File: src/rtl/data_mem_arb_pkg.sv
// Shared types for the data-memory arbiter: FSM encoding and word size.
package data_mem_arb_pkg;

   typedef enum logic [1:0] {
      ARB_IDLE,
      ARB_BURST,
      ARB_DONE
   } arb_state_t;

   localparam int unsigned WORD_BYTES = 4;

endpackage

File: src/rtl/burst_addr_gen.sv
// Host burst address generator: holds the word-aligned base, length and beat
// index, and flags the final beat of the burst.
module burst_addr_gen
   import data_mem_arb_pkg::*;
#(
   parameter int unsigned BURST_W = 8
) (
   input  logic               clk,
   input  logic               rst_n,
   input  logic               load_i,
   input  logic [31:0]        base_i,
   input  logic [BURST_W-1:0] len_i,
   input  logic               advance_i,
   output logic [31:0]        addr_o,
   output logic               last_o
);

   localparam logic [BURST_W-1:0] ONE = BURST_W'(1);

   logic [31:0]        base_q, base_d;
   logic [BURST_W-1:0] len_q, len_d;
   logic [BURST_W-1:0] idx_q, idx_d;

   // NOTE: every always_comb output gets a default first, so no path leaves it unassigned (no latch).
   always_comb begin
      base_d = base_q;
      len_d  = len_q;
      idx_d  = idx_q;
      if (load_i) begin
         base_d = base_i & ~32'h3;
         len_d  = len_i;
         idx_d  = '0;
      end else if (advance_i) begin
         idx_d = idx_q + ONE;
      end
   end

   // NOTE: state registers use non-blocking assignments so all flops update together at the edge.
   always_ff @(posedge clk) begin
      if (!rst_n) begin
         base_q <= '0;
         len_q  <= '0;
         idx_q  <= '0;
      end else begin
         base_q <= base_d;
         len_q  <= len_d;
         idx_q  <= idx_d;
      end
   end

   // Address wraps modulo 2^32 naturally through the 32-bit add.
   assign addr_o = base_q + 32'(WORD_BYTES) * 32'(idx_q);
   assign last_o = (idx_q == len_q - ONE);

endmodule

File: src/rtl/data_mem_arbiter.sv
// Shares the single-ported data memory between the MEM stage and a host burst
// port; the host steals a cycle after at most STARVE_LIMIT CPU wins.
module data_mem_arbiter
   import data_mem_arb_pkg::*;
#(
   parameter int unsigned BURST_W      = 8,
   parameter int unsigned STARVE_LIMIT = 4
) (
   input  logic               clk,
   input  logic               rst_n,
   input  logic               cpu_req,
   input  logic               cpu_we,
   input  logic [31:0]        cpu_addr,
   input  logic [31:0]        cpu_wdata,
   output logic [31:0]        cpu_rdata,
   output logic               cpu_stall,
   input  logic               host_start,
   input  logic               host_we,
   input  logic [31:0]        host_base,
   input  logic [BURST_W-1:0] host_len,
   input  logic [31:0]        host_wdata,
   input  logic               host_wvalid,
   output logic               host_wready,
   output logic [31:0]        host_rdata,
   output logic               host_rvalid,
   output logic               host_busy,
   output logic               host_done,
   output logic               mem_we,
   output logic [31:0]        mem_addr,
   output logic [31:0]        mem_wdata,
   input  logic [31:0]        mem_rdata
);

   localparam logic [3:0] STARVE_MAX = 4'(STARVE_LIMIT);

   arb_state_t  state_q, state_d;
   logic        hwe_q, hwe_d;
   logic [3:0]  starve_q, starve_d;
   logic        accept, beat_pending, cpu_win, host_win, last_beat;
   logic [31:0] burst_addr;

   assign accept = (state_q == ARB_IDLE) && host_start;

   burst_addr_gen #(.BURST_W(BURST_W)) u_addr_gen (
      .clk       (clk),
      .rst_n     (rst_n),
      .load_i    (accept),
      .base_i    (host_base),
      .len_i     (host_len),
      .advance_i (host_win),
      .addr_o    (burst_addr),
      .last_o    (last_beat)
   );

   always_comb begin
      state_d      = state_q;
      hwe_d        = hwe_q;
      starve_d     = starve_q;
      mem_we       = cpu_req & cpu_we;
      mem_addr     = cpu_addr;
      mem_wdata    = cpu_wdata;
      cpu_stall    = 1'b0;
      host_wready  = 1'b0;
      host_rvalid  = 1'b0;
      beat_pending = 1'b0;
      cpu_win      = 1'b0;
      host_win     = 1'b0;
      unique case (state_q)
         ARB_IDLE: begin
            if (host_start) begin
               hwe_d    = host_we;
               starve_d = '0;
               state_d  = (host_len == '0) ? ARB_DONE : ARB_BURST;
            end
         end
         ARB_BURST: begin
            beat_pending = !hwe_q || host_wvalid;
            cpu_win      = cpu_req && (!beat_pending || starve_q < STARVE_MAX);
            host_win     = !cpu_win && beat_pending;
            if (cpu_win) begin
               // Starvation only accrues while the host actually has a beat waiting.
               if (beat_pending) starve_d = starve_q + 4'd1;
            end else if (host_win) begin
               mem_addr    = burst_addr;
               mem_we      = hwe_q;
               mem_wdata   = host_wdata;
               host_wready = hwe_q;
               host_rvalid = !hwe_q;
               cpu_stall   = cpu_req;
               starve_d    = '0;
               if (last_beat) state_d = ARB_DONE;
            end else begin
               mem_we = 1'b0;
            end
         end
         ARB_DONE: state_d = ARB_IDLE;
         default:  state_d = ARB_IDLE;
      endcase
      if (!rst_n) begin
         mem_we      = 1'b0;
         cpu_stall   = 1'b0;
         host_wready = 1'b0;
         host_rvalid = 1'b0;
      end
   end

   always_ff @(posedge clk) begin
      if (!rst_n) begin
         state_q  <= ARB_IDLE;
         hwe_q    <= 1'b0;
         starve_q <= '0;
      end else begin
         state_q  <= state_d;
         hwe_q    <= hwe_d;
         starve_q <= starve_d;
      end
   end

   assign cpu_rdata  = mem_rdata;
   assign host_rdata = mem_rdata;
   assign host_busy  = (state_q == ARB_BURST);
   assign host_done  = (state_q == ARB_DONE);

endmodule

File: config.mk
export PLATFORM = sky130hd
export DESIGN_NAME = data_mem_arbiter
export DESIGN_NICKNAME = d
export VERILOG_FILES = /design/src/rtl/data_mem_arb_pkg.sv /design/src/rtl/burst_addr_gen.sv /design/src/rtl/data_mem_arbiter.sv
export SDC_FILE = /design/constraint.sdc
export NUM_CORES = 1
export LEC_CHECK = 0
export ABC_AREA = 1
export BUFFER_PORTS_ARGS = -buffer_cell sky130_fd_sc_hd__buf_4
export CORE_AREA = 2 2 119 121
export CTS_CLUSTER_SIZE = 25
export DETAILED_ROUTE_END_ITERATION = 8
export DIE_AREA = 0 0 121 123
export HOLD_SLACK_MARGIN = 0.12
export PLACE_DENSITY_LB_ADDON = 0.1
export SLEW_MARGIN = 15
export SYNTH_ARGS = -nofsm -noshare
export SYNTH_HDL_FRONTEND = slang
export SYNTH_SLANG_ARGS = --single-unit
File: constraint.sdc
create_clock -name clk -period 3.1 [get_ports clk]
set_input_delay 0.62 -clock clk [delete_from_list [all_inputs] [get_ports clk]]
set_output_delay 0.62 -clock clk [all_outputs]
set_load 0.02 [all_outputs]
==> metrics.md <==
| Metric | Value |
|---|---|
| Total power | 2.20 mW |
| First-pass GRT wire length | 25.7 mm |
| Setup slack at placement | 0.260 ns |
| # placed instances | 1123 |
| Most numerous cell in the Yosys netlist | nand2_1 |
| Critical Path RT | 2.48 ns |
| Initial antenna violation count | 0 |
| Max Root-Sink Buffers | 2 |
| Post-synthesis sequential area ratio | 21.8% |
| Final WS setup | 0.145 ns |
| Post-CTS Setup Inserts | 0 |
| Slowest stage delay, CP | 0.37 ns |
| Hold slack | 0.465 ns |
| Area after DPL | 6130 um2 |
| CTS tree | built |
| Nets | 1137 |
| Setup tns final | 0 ns |
| Switching Share | 36.3% |
| Crit start category | register |
| CP max-delay cell | dfxtp_4 |
| Cell Area, Synth | 4880 um2 |
| Total track usage | 21.9% |
| FF-to-FF path depth | 5 |
| Clock Pin Slew Worst Setup and Hold Paths | 0.07 ns |
| Clock power frac | 26.2% |
| Starting Density | 35.8% |
| Peak VDD IR | 0.229 mV |
| Endpoints failing hold | 0 |
| Final Cell Area | 6300 um2 |
| Fraction of layout cells with a size suffix above 1 | 29.3% |
| Worst clock skew | 0.00333 ns |
| Int Pwr | 1.40 mW |
| Peak Freq | 0.338 GHz |
| Root Buffer | clkbuf_16 |
| Clock Latency Late Sink | 0.30 ns |
| Top post-synthesis cells by count | nand2_1 (263), nor2_1 (89), buf_4 (69) |
| Number of global-route vias before repair | 4971 |
| Period utilization | 95.3% |
| I/O pin cnt | 309 |
| Syn nets | 1004 |
| Die ar. | 14900 um2 |
| DR vias/cell | 4.79 |
| Post-layout util | 46.3% |
| Cell taking the most area after synthesis | dfxtp_1 |
| Core outline area | 13600 um2 |
| Post-layout min period | 2.96 ns |
| Cell row count | 43 |
| Die Y | 123 um |
| IO buf count | 210 |
| Power share of the combinational group | 37.3% |
| Synth warnings | 0 |
| Post-Syn Instances | 817 |
| Max Slew Vio Count | 0 |
| Worst Hold Class | register to register |
| Reg power frac | 36.5% |
| Worst slew margin | 49.6% |
| Post-route DRC | 0 |
| Sw Pwr | 799 uW |
| GP Congestion | 0.897 |
| Top cell by count, worst path | nand2_1 |
| DR WL/cell | 14.9 um |
| CTS Sinks | 53 |
| Max Fanout on Critical Path | 8 |
| Antenna Nets Post-Route | 0 |
| Critical Path, Cell by Cell | ha_2 -> fa_2 -> nand2_1 -> nand2_1 -> o21ai_4 -> inv_2 -> nand2_1 -> nand2_4 -> or2_2 -> nand3_1 -> nand2_1 -> buf_4 |
| Largest net degree at the start of global routing | 78 |
| Pre-Repair DR Iteration Count | 5 |
| Max cap viols | 0 |
| Ant. Diodes | 0 |
| Dpl hpwl | 13.5 mm |
| TritonCTS buffer count | 5 |
| Critical Path AT | 2.34 ns |
| Element type at the critical path end | output pin |
| Synth Flop Type | dfxtp_1 |
| Area contributors post-synth | dfxtp_1 (22%), nand2_1 (20%), buf_4 (11%), nor2_1 (6.9%), o21ai_0 (5.6%) |
| # setup viols final | 0 |
| EDFF count, synth | 0 |
| Pwr/cell area | 349 nW/um2 |
| Post-route insts no fill | 1131 |
| Unique masters post-synth | 43 |
| Grt ovf | 0 |
| Worst Tran Pin Value | 0.755 ns |
| Die span in x | 121 um |
| Area growth syn-to-layout | 29.3% |
| Ys async rst share | 0% |
| Hold Path Stages | 2 |
| Worst setup path category | register to output pin |
| H-tree Lvls | 2 |
| RSZ-0062 raised after global routing | true |
| Run status | finished clean |
| DRT iter0 DRCs | 321 |
| Post-synth top area share | 21.8% |
| Syn_area_per_cell | 5.97 um2 |
| Vias | 5420 |
| Seq cells post-synth | 53 |
| Leak | 3.20 nW |
| Final wirelength | 16.8 mm |
sequential cells by signal, summed over array words and instances, names as in the netlist:
name and count:
u_addr_gen.base_q 30, u_addr_gen.idx_q 8, u_addr_gen.len_q 8, starve_q 4, state_q 2, hwe_q 1
what timing repair did:
item                       4_1_cts  5_1_grt
resized for setup                2        8
setup endpoints to repair        1       15
hold buffers                     0        0
hold endpoints to repair         0        0
pin swaps                        0        0
critical path: cells and delay by family (launching register included):
kind                     cells  cell delay, ns
adder cells (fa/ha/maj)      2            0.58
buffers and inverters        2            0.21
AO/OA/AOI/OAI                1            0.10
AND/OR/NAND/NOR              7            0.78
flip-flops                   1            0.37
kinds of logic (layout without fill, tap and decap cells):
family	Yosys count	in the layout	synth area share, %
buffers and inverters	160	294	18.1
adder cells (fa/ha/maj)	12	12	3.23
flip-flops	53	53	21.8
AND/OR/NAND/NOR	470	470	42.7
AO/OA/AOI/OAI	110	110	12.0
XOR/XNOR	12	12	2.16
power groups by stage:
stage / clock (mW) / combinational (mW) / sequential, mW
floorplan: 0 / 0.584 / 0.798
finish: 0.576 / 0.820 / 0.804
global route: 0.622 / 0.911 / 0.812
detailed placement: 0 / 0.824 / 0.820
global placement: 0 / 0.824 / 0.819
CTS: 0.594 / 0.828 / 0.804
cell usage in the layout, fill, tap and decap left out, types with 2 or more instances in the layout:
cell type | Yosys | layout
nand2_4 | 1 | 2
inv_1 | 60 | 59
nor3b_2 | 2 | 2
o21ai_4 | 1 | 2
o21ai_1 | 5 | 6
nor3_1 | 7 | 7
nand3_1 | 54 | 54
buf_4 | 69 | 215
nor3_2 | 5 | 5
o21ai_0 | 55 | 54
nand2_1 | 263 | 263
inv_2 | 8 | 9
or2_0 | 4 | 4
nand3_2 | 3 | 3
nand4_1 | 9 | 9
nand2_2 | 13 | 12
nor2_4 | 2 | 2
or2_2 | 4 | 4
and2_1 | 2 | 2
a21oi_2 | 1 | 3
xnor2_1 | 6 | 6
ha_1 | 11 | 10
xor2_1 | 6 | 6
nor2_2 | 2 | 2
clkbuf_16 | 0 | 5
buf_12 | 0 | 2
o21ai_2 | 3 | 2
nor2_1 | 89 | 89
dfxtp_1 | 53 | 52
a21oi_1 | 41 | 39
nand3b_1 | 5 | 5
nor2_8 | 2 | 2
final timing paths:
check	slack, ns	start	to
worst max-delay path	0.14	u_addr_gen.idx_q[0]	mem_addr[10]
worst min-delay path	0.46	starve_q[3]	starve_q[3]
worst max register to register	1.32	state_q[1]	state_q[0]
worst min register to register	0.46	starve_q[3]	starve_q[3]
final cells by class:
cell class / count / area (um2)
fillers: 1529 / 7310
multi-input cells: 604 / 2960
repair buffers: 217 / 1650
flip-flops and latches: 53 / 1060
inverters: 69 / 259
well taps: 180 / 225
clock buffers: 5 / 125
clock inverters: 3 / 21.3
layer usage:
metal	up-vias	GRT usage, %	share of wire (%)
met3	29	6.23	8.6
li1	2802	-	-
met5	-	0	0
met2	231	35.9	46
met4	0	6.90	2.4
met1	2358	27.8	43
No activity file was read; power rests on OpenSTA's default activity.
